==> config.mk <==
export PLATFORM = sky130hd
export DESIGN_NAME = fp16_to_msfp8_stream
export DESIGN_NICKNAME = d
export VERILOG_FILES = /design/src/rtl/msfp_pkg.sv /design/src/rtl/fp16_to_msfp8_lane.sv /design/src/rtl/fp16_to_msfp8_stream.sv
export SDC_FILE = /design/constraint.sdc
export NUM_CORES = 1
export LEC_CHECK = 0
export BUFFER_PORTS_ARGS = -buffer_cell sky130_fd_sc_hd__buf_4
export CAP_MARGIN = 20
export CORE_MARGIN = 2
export CORE_UTILIZATION = 45
export DETAILED_ROUTE_END_ITERATION = 8
export GPL_TIMING_DRIVEN = 0
export PLACE_DENSITY = 0.73
export SYNTH_ARGS = -nofsm -noshare
export SYNTH_HDL_FRONTEND = slang
export SYNTH_SLANG_ARGS = --single-unit
==> constraint.sdc <==
create_clock -name clk -period 5.7 [get_ports clk]
set_input_delay 0.285 -clock clk [delete_from_list [all_inputs] [get_ports clk]]
set_output_delay 0.285 -clock clk [all_outputs]
set_load 0.005 [all_outputs]
==> src/rtl/msfp_pkg.sv <==
// rtl/msfp_pkg.sv - shared fp16 / msfp8 format constants
package msfp_pkg;
  localparam int FP16_W      = 16;
  localparam int MSFP8_W     = 8;
  localparam int EXP_W       = 5;
  localparam int EXP_BIAS    = 15;
  localparam int FP16_MAN_W  = 10;
  localparam int MSFP8_MAN_W = 2;

  localparam logic [6:0] MSFP8_MAX_FIN = 7'h7B;
  localparam logic [6:0] MSFP8_INF     = 7'h7C;
  localparam logic [6:0] MSFP8_QNAN    = 7'h7E;
endpackage

==> src/rtl/fp16_to_msfp8_lane.sv <==
// rtl/fp16_to_msfp8_lane.sv - combinational fp16 to msfp8 lane with round-to-nearest-even
module fp16_to_msfp8_lane
  import msfp_pkg::*;
#(
  parameter int SAT = 1
) (
  input  logic [FP16_W-1:0]  fp16_i,
  output logic [MSFP8_W-1:0] msfp8_o,
  output logic               ovf_o,
  output logic               unf_o,
  output logic               inexact_o
);

  logic                  sgn;
  logic [EXP_W-1:0]      exp_f;
  logic [FP16_MAN_W-1:0] man;
  logic                  guard;
  logic                  sticky;
  logic                  round_up;
  logic [6:0]            rnd;

  assign sgn      = fp16_i[15];
  assign exp_f    = fp16_i[14:10];
  assign man      = fp16_i[9:0];
  assign guard    = man[7];
  assign sticky   = |man[6:0];
  assign round_up = guard && (sticky || man[8]);
  // Carry out of the mantissa bits lands in the exponent, which also promotes denormals.
  assign rnd      = {exp_f, man[9:8]} + {6'd0, round_up};

  always_comb begin
    msfp8_o   = {sgn, rnd};
    ovf_o     = 1'b0;
    inexact_o = guard || sticky;
    if (exp_f == 5'h1F) begin
      inexact_o = 1'b0;
      msfp8_o   = {sgn, (man != '0) ? MSFP8_QNAN : MSFP8_INF};
    end else if (rnd[6:2] == 5'h1F) begin
      ovf_o   = 1'b1;
      msfp8_o = {sgn, (SAT != 0) ? MSFP8_MAX_FIN : MSFP8_INF};
    end
  end

  assign unf_o = ((exp_f != '0) || (man != '0)) && (msfp8_o[6:0] == 7'd0);

endmodule

==> src/rtl/fp16_to_msfp8_stream.sv <==
// rtl/fp16_to_msfp8_stream.sv - 2-stage valid/ready fp16 to msfp8 encoder with exception counters
module fp16_to_msfp8_stream
  import msfp_pkg::*;
#(
  parameter int LANES = 4,
  parameter int SAT   = 1,
  parameter int CNT_W = 16
) (
  input  logic                       clk,
  input  logic                       rst,
  input  logic                       in_valid,
  output logic                       in_ready,
  input  logic [FP16_W*LANES-1:0]    in_data,
  output logic                       out_valid,
  input  logic                       out_ready,
  output logic [MSFP8_W*LANES-1:0]   out_data,
  output logic [LANES-1:0]           out_ovf,
  output logic [LANES-1:0]           out_unf,
  output logic [LANES-1:0]           out_inexact,
  input  logic                       clr_counts,
  output logic [CNT_W-1:0]           ovf_count,
  output logic [CNT_W-1:0]           unf_count
);

  localparam int POP_W = $clog2(LANES + 1);
  localparam int SUM_W = CNT_W + POP_W;
  localparam logic [SUM_W-1:0] CNT_MAX = {{POP_W{1'b0}}, {CNT_W{1'b1}}};

  logic                         s1_valid_q;
  logic [FP16_W*LANES-1:0]      s1_data_q;
  logic                         s2_valid_q;
  logic [MSFP8_W*LANES-1:0]     s2_data_q;
  logic [LANES-1:0]             s2_ovf_q;
  logic [LANES-1:0]             s2_unf_q;
  logic [LANES-1:0]             s2_inexact_q;
  logic [CNT_W-1:0]             ovf_cnt_q, ovf_cnt_d;
  logic [CNT_W-1:0]             unf_cnt_q, unf_cnt_d;

  logic                         s1_adv, s2_adv, out_hs;
  logic [MSFP8_W*LANES-1:0]     lane_data;
  logic [LANES-1:0]             lane_ovf, lane_unf, lane_inexact;
  logic [POP_W-1:0]             ovf_pop, unf_pop;
  logic [SUM_W-1:0]             ovf_sum, unf_sum;

  // out_ready reaches in_ready combinationally so a full pipe still streams at one beat per cycle.
  assign s2_adv   = !s2_valid_q || out_ready;
  assign s1_adv   = !s1_valid_q || s2_adv;
  assign in_ready = s1_adv;
  assign out_hs   = s2_valid_q && out_ready;

  for (genvar g = 0; g < LANES; g++) begin : g_lane
    fp16_to_msfp8_lane #(.SAT(SAT)) u_lane (
      .fp16_i    (s1_data_q[FP16_W*g +: FP16_W]),
      .msfp8_o   (lane_data[MSFP8_W*g +: MSFP8_W]),
      .ovf_o     (lane_ovf[g]),
      .unf_o     (lane_unf[g]),
      .inexact_o (lane_inexact[g])
    );
  end

  always_comb begin
    ovf_pop = '0;
    unf_pop = '0;
    for (int i = 0; i < LANES; i++) begin
      ovf_pop = ovf_pop + POP_W'(s2_ovf_q[i]);
      unf_pop = unf_pop + POP_W'(s2_unf_q[i]);
    end
    ovf_sum   = {{POP_W{1'b0}}, ovf_cnt_q} + SUM_W'(ovf_pop);
    unf_sum   = {{POP_W{1'b0}}, unf_cnt_q} + SUM_W'(unf_pop);
    ovf_cnt_d = ovf_cnt_q;
    unf_cnt_d = unf_cnt_q;
    if (clr_counts) begin
      ovf_cnt_d = '0;
      unf_cnt_d = '0;
    end else if (out_hs) begin
      ovf_cnt_d = (ovf_sum > CNT_MAX) ? {CNT_W{1'b1}} : ovf_sum[CNT_W-1:0];
      unf_cnt_d = (unf_sum > CNT_MAX) ? {CNT_W{1'b1}} : unf_sum[CNT_W-1:0];
    end
  end

  always_ff @(posedge clk or posedge rst) begin
    if (rst) begin
      s1_valid_q   <= 1'b0;
      s1_data_q    <= '0;
      s2_valid_q   <= 1'b0;
      s2_data_q    <= '0;
      s2_ovf_q     <= '0;
      s2_unf_q     <= '0;
      s2_inexact_q <= '0;
      ovf_cnt_q    <= '0;
      unf_cnt_q    <= '0;
    end else begin
      if (s1_adv) begin
        s1_valid_q <= in_valid;
        if (in_valid) s1_data_q <= in_data;
      end
      if (s2_adv) begin
        s2_valid_q <= s1_valid_q;
        if (s1_valid_q) begin
          s2_data_q    <= lane_data;
          s2_ovf_q     <= lane_ovf;
          s2_unf_q     <= lane_unf;
          s2_inexact_q <= lane_inexact;
        end
      end
      ovf_cnt_q <= ovf_cnt_d;
      unf_cnt_q <= unf_cnt_d;
    end
  end

  assign out_valid   = s2_valid_q;
  assign out_data    = s2_data_q;
  assign out_ovf     = s2_ovf_q;
  assign out_unf     = s2_unf_q;
  assign out_inexact = s2_inexact_q;
  assign ovf_count   = ovf_cnt_q;
  assign unf_count   = unf_cnt_q;

endmodule

==> results.py <==
metrics = {
    "global_route": {
        "grt_max_degree": 84,
        "grt_pass1_vias": 5690,
        "antenna_found_initial": 0,
        "grt_pass1_wl_um": 28800,
        "grt_usage": 0.219,
        "grt_overflow": 0,
    },
    "outcome": {
        "status": "finished, final reports clean",
    },
    "clock_tree": {
        "cts_resized": 0,
        "cts_sinks": 142,
        "ctsHoldBuffers": 1,
        "h-tree-depth": 4,
        "cts_inserted_buffers": 17,
        "clkLatencyLatePin_ns": 0.42,
        "post-cts-setup-buffers": 0,
        "clockRootBuffer": "clkbuf_16",
        "clockBufferDepth": 2,
        "clk_pin_slew_worst_paths_ns": 0.06,
        "cts_tree": "built",
    },
    "worst_setup_path": {
        "reg2reg_depth": 10,
        "required_ns": 6.01,
        "slowest_stage": "or4_1",
        "endpoint_kind": "register",
        "crit_start": "s1_data_q[1]",
        "cp_cell_sequence": "or4_1 -> or4_4 -> o21a_1 -> ha_1 -> ha_1 -> and3_1 -> o2111ai_1 -> a32oi_1 -> or3_1 -> a22o_1",
        "worstPathArrival_ns": 3.73,
        "r2r_start": "s1_data_q[1]",
        "startpoint_type": "register",
        "path_common_cell": "ha_1",
        "crit_type": "register to register",
        "cp_slowest_stage_delay_ns": 0.50,
        "path_max_fanout": 7,
    },
    "synth": {
        "netlist_area_sq_um": 7210,
        "ys_async_sr_fraction": 1.00,
        "yosysSeqAreaShare": 0.493,
        "yosysWarningCount": 0,
        "synth.largest_area_cell": "dfrtp_1",
        "ys_types": 59,
        "synthFlopType": "dfrtp_1",
        "synth_top_area_frac": 0.493,
        "ys_ff_latch": 142,
        "synth.net_count": 784,
        "synth_cells": 699,
        "synthTopCellsByArea": "dfrtp_1 (49%), mux2_2 (10%), nand2_1 (4.1%)",
        "synth_edf_count": 0,
        "synth_area_per_cell_sq_um": 10.3,
    },
    "sta": {
        "max_freq_mhz": 292,
        "setup_ws_ns": 2.28,
        "setup_tns_ns": 0,
        "worst_clock_skew_ns": 0.00718,
        "worstMarginPinSlew_ns": 0.712,
        "finalSetupViolations": 0,
        "min_period_over_period": 0.601,
        "slew_violations": 0,
        "rsz0062_at_grt": "no",
        "relSlewSlack": 0.525,
        "final-hold-violation-count": 0,
        "min_period_ns": 3.42,
    },
    "die": {
        "core_sq_um": 15800,
        "die_h_um": 131,
        "io_pins": 147,
        "initial_core_util": 0.457,
        "dieArea_sq_um": 17100,
        "num_rows": 46,
        "fp.dieW_um": 131,
    },
    "cells_and_area": {
        "final_nets": 951,
        "drive_above_1_share": 0.294,
        "final_cells": 1095,
        "antennaDiodeCount": 0,
        "area_delta_synth_final_pct": 28.5,
    },
    "placement": {
        "hpwl_um": 13100,
        "port_buffers": 146,
        "dp_slack_ns": 2.31,
        "gp_congestion": 0.861,
        "dp_cells": 1062,
    },
    "drt": {
        "wire_per_inst_um": 16.4,
        "drc": 0,
        "vias_per_cell": 5.43,
        "drt-initial-drc-count": 310,
        "drt_first_pass_iters": 5,
        "vias": 5942,
        "antenna_left": 0,
        "routed_wl_um": 18000,
    },
    "power_and_ir_drop": {
        "p_per_area_nw_per_um2": 330,
        "p_leak_nw": 4.11,
        "peakVddDrop_uv": 203,
    },
    "hold_path": {
        "hp-class": "input port to register",
        "min_path_cells": 2,
        "hold_start": "in_valid",
    },
    "job": {
        "max_cap_viol_count": 0,
    },
}
==> final timing paths <==
kind                            endpoint  slack [ns]
setup / recovery             out_data[1]        2.28
hold / removal                s1_valid_q        0.07
setup reg to reg             out_data[1]        2.28
hold reg to reg             out_data[15]        0.47
max in group asynchronous  s1_data_q[50]        4.43
min in group asynchronous   ovf_count[7]        0.48
==> registers in the layout, indices dropped and copies added (netlist names) <==
name         cells
out_data        32
out_inexact      4
out_ovf          4
out_unf          4
out_valid        1
ovf_count       16
s1_data_q       64
s1_valid_q       1
unf_count       16
==> routing by layer <==
layer,routed length (um),global-route usage,part of all wire
met1,7940,0.286,0.44
met2,8480,0.350,0.47
met3,1170,0.0623,0.065
met4,374,0.0839,0.021
met5,0,0,0
==> per-stage QoR <==
stage | total power, mW | utilization | hold slack [ns] | instance area, sq um
finish | 3.06 | 0.587 | 0.0662 | 9260
global route | 3.20 | 0.587 | 0.0663 | 9260
CTS | 3.08 | 0.587 | 0.0496 | 9260
detailed placement | 1.87 | 0.546 | 0.399 | 8610
global placement | 1.86 | 0.544 | 0.444 | 8580
floorplan | 1.60 | - | 0.393 | 7210
==> report_power, final <==
group | internal, mW | total (mW) | switching (mW) | leakage, nW
sequential | 1.15 | 1.25 | 0.105 | 1.75
clock | 0.777 | 1.20 | 0.423 | 0.312
combinational | 0.308 | 0.604 | 0.296 | 2.04
==> cell usage after synthesis (5+ instances only) <==
library cell,instances
a211oi_1,22
a21oi_1,14
a31oi_1,17
and2_1,5
and3_1,10
clkbuf_1,35
dfrtp_1,142
fa_1,6
ha_1,10
inv_1,18
mux2_2,67
mux2i_1,15
nand2_1,79
nand3_1,26
nand4_1,8
nor2_1,60
nor3_1,23
nor4_1,13
o21a_1,5
o21ai_0,24
o31ai_1,12
xnor2_1,8
==> cells by family (layout without fill, tap and decap cells) <==
family | Yosys count | after routing | synth area share
multiplexers | 82 | 82 | 0.125
XOR/XNOR | 11 | 11 | 0.0134
buffers and inverters | 60 | 240 | 0.0352
AND/OR/NAND/NOR | 258 | 258 | 0.176
flip-flops | 142 | 142 | 0.493
adder cells (fa/ha/maj) | 16 | 16 | 0.0340
AO/OA/AOI/OAI | 130 | 130 | 0.124
==> critical path, delay by kind of cell (launching register included) <==
family          cells  cell delay (ns)
flops               1             0.38
simple gates        4             1.59
compound gates      4             0.76
fa+ha+maj           2             0.57
==> cell type report <==
type,instances,area (sq um)
fill,1459,6510
inverter,18,72.6
multi-input combinational,497,3400
timing repair buffer,148,1130
tap,216,270
clock inverter,10,159
sequential,142,3550
clock buffer,22,484
buffer,42,186
==> placed cells by master (no fill, tap or decap), types with 6 or more instances in the layout <==
cell       instances
o31ai_1           12
and3_1            10
ha_1              10
nor3_1            23
nand4_1            8
a21oi_1           14
a31oi_1           17
nor4_1            13
clkbuf_16         17
xnor2_1            8
a211oi_1          22
dfrtp_1          142
nand2_1           79
nor2_1            60
inv_1             17
o21ai_0           24
mux2_2            67
fa_1               6
buf_4            149
mux2i_1           15
nand3_1           26
clkbuf_1          36
Note: power is estimated with default switching activity, not from simulation.
